==> src/rtl/div_pkg.sv <==
// div_pkg: shared state encoding and sizing for the sequential signed divider
package div_pkg;
    typedef enum logic [1:0] {IDLE, RUN, DONE} div_state_t;
    localparam int DIV_WIDTH = 32;
    localparam int DIV_CNT_W = $clog2(DIV_WIDTH);
endpackage

==> src/rtl/div_step.sv <==
// div_step: one restoring shift-subtract iteration on unsigned magnitudes
module div_step
    import div_pkg::*;
#(
    parameter int WIDTH = DIV_WIDTH
) (
    input  logic [WIDTH-1:0] rem,
    input  logic [WIDTH-1:0] quo,
    input  logic [WIDTH-1:0] dvs,
    output logic [WIDTH-1:0] rem_n,
    output logic [WIDTH-1:0] quo_n
);
    logic [WIDTH:0] sh;
    logic           ge;
    // compare in WIDTH+1 bits so the shifted-out remainder MSB is never lost
    always_comb begin
        sh    = {rem, quo[WIDTH-1]};
        ge    = sh >= {1'b0, dvs};
        rem_n = ge ? WIDTH'(sh - {1'b0, dvs}) : WIDTH'(sh);
        quo_n = {quo[WIDTH-2:0], ge};
    end
endmodule

==> src/rtl/div_seq_unit.sv <==
// div_seq_unit: multicycle signed divider, quotient to div_lo, remainder to div_hi
module div_seq_unit
    import div_pkg::*;
#(
    parameter int WIDTH = DIV_WIDTH
) (
    input  logic             clock,
    input  logic             reset,
    input  logic             div_start,
    input  logic [WIDTH-1:0] dividend,
    input  logic [WIDTH-1:0] divisor,
    output logic             div_zero,
    output logic             div_finished,
    output logic             busy,
    output logic [WIDTH-1:0] div_lo,
    output logic [WIDTH-1:0] div_hi
);
    localparam int CW = $clog2(WIDTH);

    div_state_t       state, state_n;
    logic [CW-1:0]    cnt, cnt_n;
    logic [WIDTH-1:0] rem, rem_n, quo, quo_n, dvs, dvs_n;
    logic [WIDTH-1:0] step_rem, step_quo, lo_n, hi_n;
    logic             sign_q, sign_q_n, sign_r, sign_r_n, zero_n, fin_n;

    div_step #(.WIDTH(WIDTH)) u_step (
        .rem   (rem),
        .quo   (quo),
        .dvs   (dvs),
        .rem_n (step_rem),
        .quo_n (step_quo)
    );

    assign busy = state != IDLE;

    always_ff @(posedge clock or negedge reset) begin
        if (!reset) begin
            state        <= IDLE;
            cnt          <= '0;
            rem          <= '0;
            quo          <= '0;
            dvs          <= '0;
            sign_q       <= 1'b0;
            sign_r       <= 1'b0;
            div_lo       <= '0;
            div_hi       <= '0;
            div_zero     <= 1'b0;
            div_finished <= 1'b0;
        end else begin
            state        <= state_n;
            cnt          <= cnt_n;
            rem          <= rem_n;
            quo          <= quo_n;
            dvs          <= dvs_n;
            sign_q       <= sign_q_n;
            sign_r       <= sign_r_n;
            div_lo       <= lo_n;
            div_hi       <= hi_n;
            div_zero     <= zero_n;
            div_finished <= fin_n;
        end
    end

    // a start coinciding with the finish pulse is dropped; the next IDLE cycle may accept
    always_comb begin
        state_n  = state;
        cnt_n    = cnt;
        rem_n    = rem;
        quo_n    = quo;
        dvs_n    = dvs;
        sign_q_n = sign_q;
        sign_r_n = sign_r;
        lo_n     = div_lo;
        hi_n     = div_hi;
        zero_n   = 1'b0;
        fin_n    = 1'b0;
        case (state)
            IDLE: begin
                if (div_start && !div_finished) begin
                    if (divisor == '0) begin
                        zero_n = 1'b1;
                    end else begin
                        state_n  = RUN;
                        cnt_n    = CW'(WIDTH - 1);
                        rem_n    = '0;
                        quo_n    = dividend[WIDTH-1] ? -dividend : dividend;
                        dvs_n    = divisor[WIDTH-1] ? -divisor : divisor;
                        sign_q_n = dividend[WIDTH-1] ^ divisor[WIDTH-1];
                        sign_r_n = dividend[WIDTH-1];
                    end
                end
            end
            RUN: begin
                rem_n   = step_rem;
                quo_n   = step_quo;
                cnt_n   = cnt == '0 ? cnt : cnt - 1'b1;
                state_n = cnt == '0 ? DONE : RUN;
            end
            DONE: begin
                lo_n    = sign_q ? -quo : quo;
                hi_n    = sign_r ? -rem : rem;
                fin_n   = 1'b1;
                state_n = IDLE;
            end
            default: state_n = IDLE;
        endcase
    end
endmodule
==> config.mk <==
export PLATFORM = sky130hd
export DESIGN_NAME = div_seq_unit
export DESIGN_NICKNAME = d
export VERILOG_FILES = /design/src/rtl/div_pkg.sv /design/src/rtl/div_step.sv /design/src/rtl/div_seq_unit.sv
export SDC_FILE = /design/constraint.sdc
export NUM_CORES = 1
export LEC_CHECK = 0
export BUFFER_PORTS_ARGS = -buffer_cell sky130_fd_sc_hd__buf_4
export CAP_MARGIN = 20
export CORE_UTILIZATION = 60
export CTS_CLUSTER_SIZE = 24
export DETAILED_ROUTE_END_ITERATION = 12
export PLACE_DENSITY = 0.82
export SLEW_MARGIN = 10
export SYNTH_ARGS = -nofsm -noshare
export SYNTH_HDL_FRONTEND = slang
export SYNTH_SLANG_ARGS = --single-unit
==> constraint.sdc <==
create_clock -name clock -period 5.7 [get_ports clock]
set_input_delay 0.57 -clock clock [delete_from_list [all_inputs] [get_ports clock]]
set_output_delay 0.57 -clock clock [all_outputs]
set_load 0.1 [all_outputs]
==> results.toml <==
[synthesis]
synth_enable_flop_cells = 0
yosys-top-cells-count = "nand2_1 (199), o21ai_0 (182), dfrtp_1 (171)"
synth_fp_nets = 1378
synth.avg_cell_area_um2 = 8.556
yosysUniqueCellTypes = 62
synth.largest_area_cell = "dfrtp_1"
synth-seq-area-share_pct = 39.29
synth_most_common_cell = "nand2_1"
synth_top_flop_cell = "dfrtp_1"
synth_top_area_share_pct = 39.29
synthTopCellsByArea = "dfrtp_1 (39%), xor2_1 (8.9%), o21ai_0 (8.4%)"
synthCells = 1273
async_reset_ff_share_pct = 100.0
syn_area_um2 = 10890
yosysWarnings = 0
ys_ff_latch = 171

[critical_path]
arrival_ps = 3950
start_kind = "flip-flop"
crit_required_ps = 6010
reg2reg_slack_ps = 2060
crit_path_max_fanout = 24
endpoint_kind = "flip-flop"
path_class = "reg2reg"

[clock_network]
clock_path_buffers = 2
cts_hold_buf = 0
cts-buffers-inserted = 17
cts_tree = "done"
clkTransAtPathRegs_ps = 70
htreeDepth = 4
root_buffer = "clkbuf_16"
clock_latency_ps = 440
postCtsSetupRepairBufs = 0
cts.sinks = 171
cts_resized = 0

[power]
total_power_mw = 7.367
leakagePower_nw = 5.715
power_density_nw_per_um2 = 583.9
irDropWorstVdd_v = 0.0003655

[place]
pre_cts_slack_ps = 1460
placed_area_um2 = 11990
dp_cells = 1577
dp_hpwl_um = 19770
gp_congestion = 0.9280
numPortBuffers = 133

[global_route]
grt.overflow.total = 0
grt_first_pass_wirelength_um = 43730
grt_usage_pct = 30.05
antenna_found_initial = 0
grt_pass1_vias = 8647
grt_max_degree = 128

[job]
max_cap_viol_count = 0

[floorplan]
die_h_um = 136.7
floorplan.rows = 48
die_w_um = 136.7
initial_core_util_pct = 62.11
dieArea_um2 = 18700
core_um2 = 17540
ioPinCount = 134

[layout]
nets = 1478
syn_to_final_growth_pct = 15.83
drive_gt1_share_pct = 14.50
fin_cells = 1611
fin_util_pct = 71.94
design_area_um2 = 12620
fillers = 1349
n_antenna_cell = 0

[sta]
setup_violations = 0
worst_pin_slew_ps = 988.7
finalWorstSetupSlack_ps = 2062
rsz0062_at_grt = "false"
hold_violations = 0
fmax_ghz = 0.2749
final_min_period_over_clock_period_pct = 63.83
relSlewSlack_pct = 34.08
period_needed_ps = 3638
tns_ps = 0
final.setup_skew_ps = 7.769
drv_slew = 0
whs_ps = 83.70

[route]
drt_iter0_markers = 808
dr_total_vias = 9581
drtPass1Iterations = 5
wl_per_cell_um = 16.66
drcViolationCount = 0
avgViaCountPerCell = 5.947
wirelength_um = 26840
ant_nets = 0

[worst_hold_path]
min-delay-path-class = "in2async"

[outcome]
outcome = "complete, no violations"
==> registers in the layout (all words and copies together), names as in the netlist <==
register	flops
div_hi	32
div_finished	1
div_zero	1
quo	32
dvs	32
rem	32
cnt	5
state	2
div_lo	32
sign_q	1
sign_r	1
==> cells by family (layout without fill, tap and decap cells) <==
logic type / Yosys count / in the layout / share of synthesized area (%)
and+or+nand+nor: 419 / 419 / 18.09
AOI/OAI and AO/OA: 373 / 373 / 21.25
DFF: 171 / 171 / 39.29
xor gates and xnor gates: 146 / 146 / 11.74
buffers and inverters: 118 / 231 / 4.457
adders and majority gates: 38 / 38 / 4.434
muxes: 8 / 8 / 0.7352
==> layer usage <==
metal	GRT usage (%)	part of all wire (%)
met1	45.89	48
met2	42.53	42
met3	6.148	8.6
met4	8.889	1.6
met5	0	0
==> area by class of cell <==
type / count / area [µm²] / share of cell area [%]
Clock inverter: 14 / 151.4 / 1.200
Tap cell: 225 / 281.5 / 2.231
Clock buffer: 18 / 439.2 / 3.481
Sequential cell: 171 / 4279 / 33.92
Multi-Input combinational cell: 984 / 6146 / 48.72
Timing Repair Buffer: 146 / 1120 / 8.876
Inverter: 53 / 198.9 / 1.577
==> path summary, 6_finish.rpt <==
| path | to | startpoint | depth (start not counted) |
|---|---|---|---|
| worst min register to register | div_hi[15]$_DFFE_PN0P_ | div_hi[15]$_DFFE_PN0P_ | 2 |
| worst min-delay path | quo[14]$_DFFE_PN0P_ | reset | 1 |
| worst max register to register | rem[13]$_DFFE_PN0P_ | rem[3]$_DFFE_PN0P_ | 11 |
| max in group asynchronous | div_hi[6]$_DFFE_PN0P_ | reset | 2 |
| min in group clock | dvs[0]$_DFFE_PN0P_ | divisor[0] | 3 |
| worst max-delay path | rem[13]$_DFFE_PN0P_ | rem[3]$_DFFE_PN0P_ | 11 |
==> report_power, final <==
group	internal, mW	switching, mW	leakage [nW]
Sequential	1.62	0.617	1.99
Combinational	1.66	2.31	3.44
Clock	0.630	0.533	0.278
==> worst max-delay path, cell delays in order (launching register included) <==
cell,delay [ps]
dfrtp_1,500
ha_1,420
a21o_1,220
a31oi_1,260
a31oi_1,220
nor3_1,220
nor2_1,140
a31oi_2,760
buf_4,390
nor2_1,90
a21oi_1,170
o21ai_0,90
==> cell usage in the layout (no fill, tap or decap), drive strengths merged, types with 3 or more instances in the layout <==
cell type and n:
nand4 6, o31ai 33, or4 23, nand3 21, nand2 199, a21oi 50, a32oi 4, nand2b 16
o21a 3, a21boi 3, and4 3, nor2b 8, nor3 14, a21o 16, or2 5, a221o 17
dfrtp 171, nand3b 4, and3 7, buf 146, clkbuf 18, nor4 8, o41ai 18, o21ai 182
ha 37, clkinvlp 4, nor2 84, a31oi 10, o22ai 9, a211o 4, o211ai 11, or3 14
xor2 111, xnor2 35, mux2i 8, inv 61
Power figures use the tool's default switching activity.
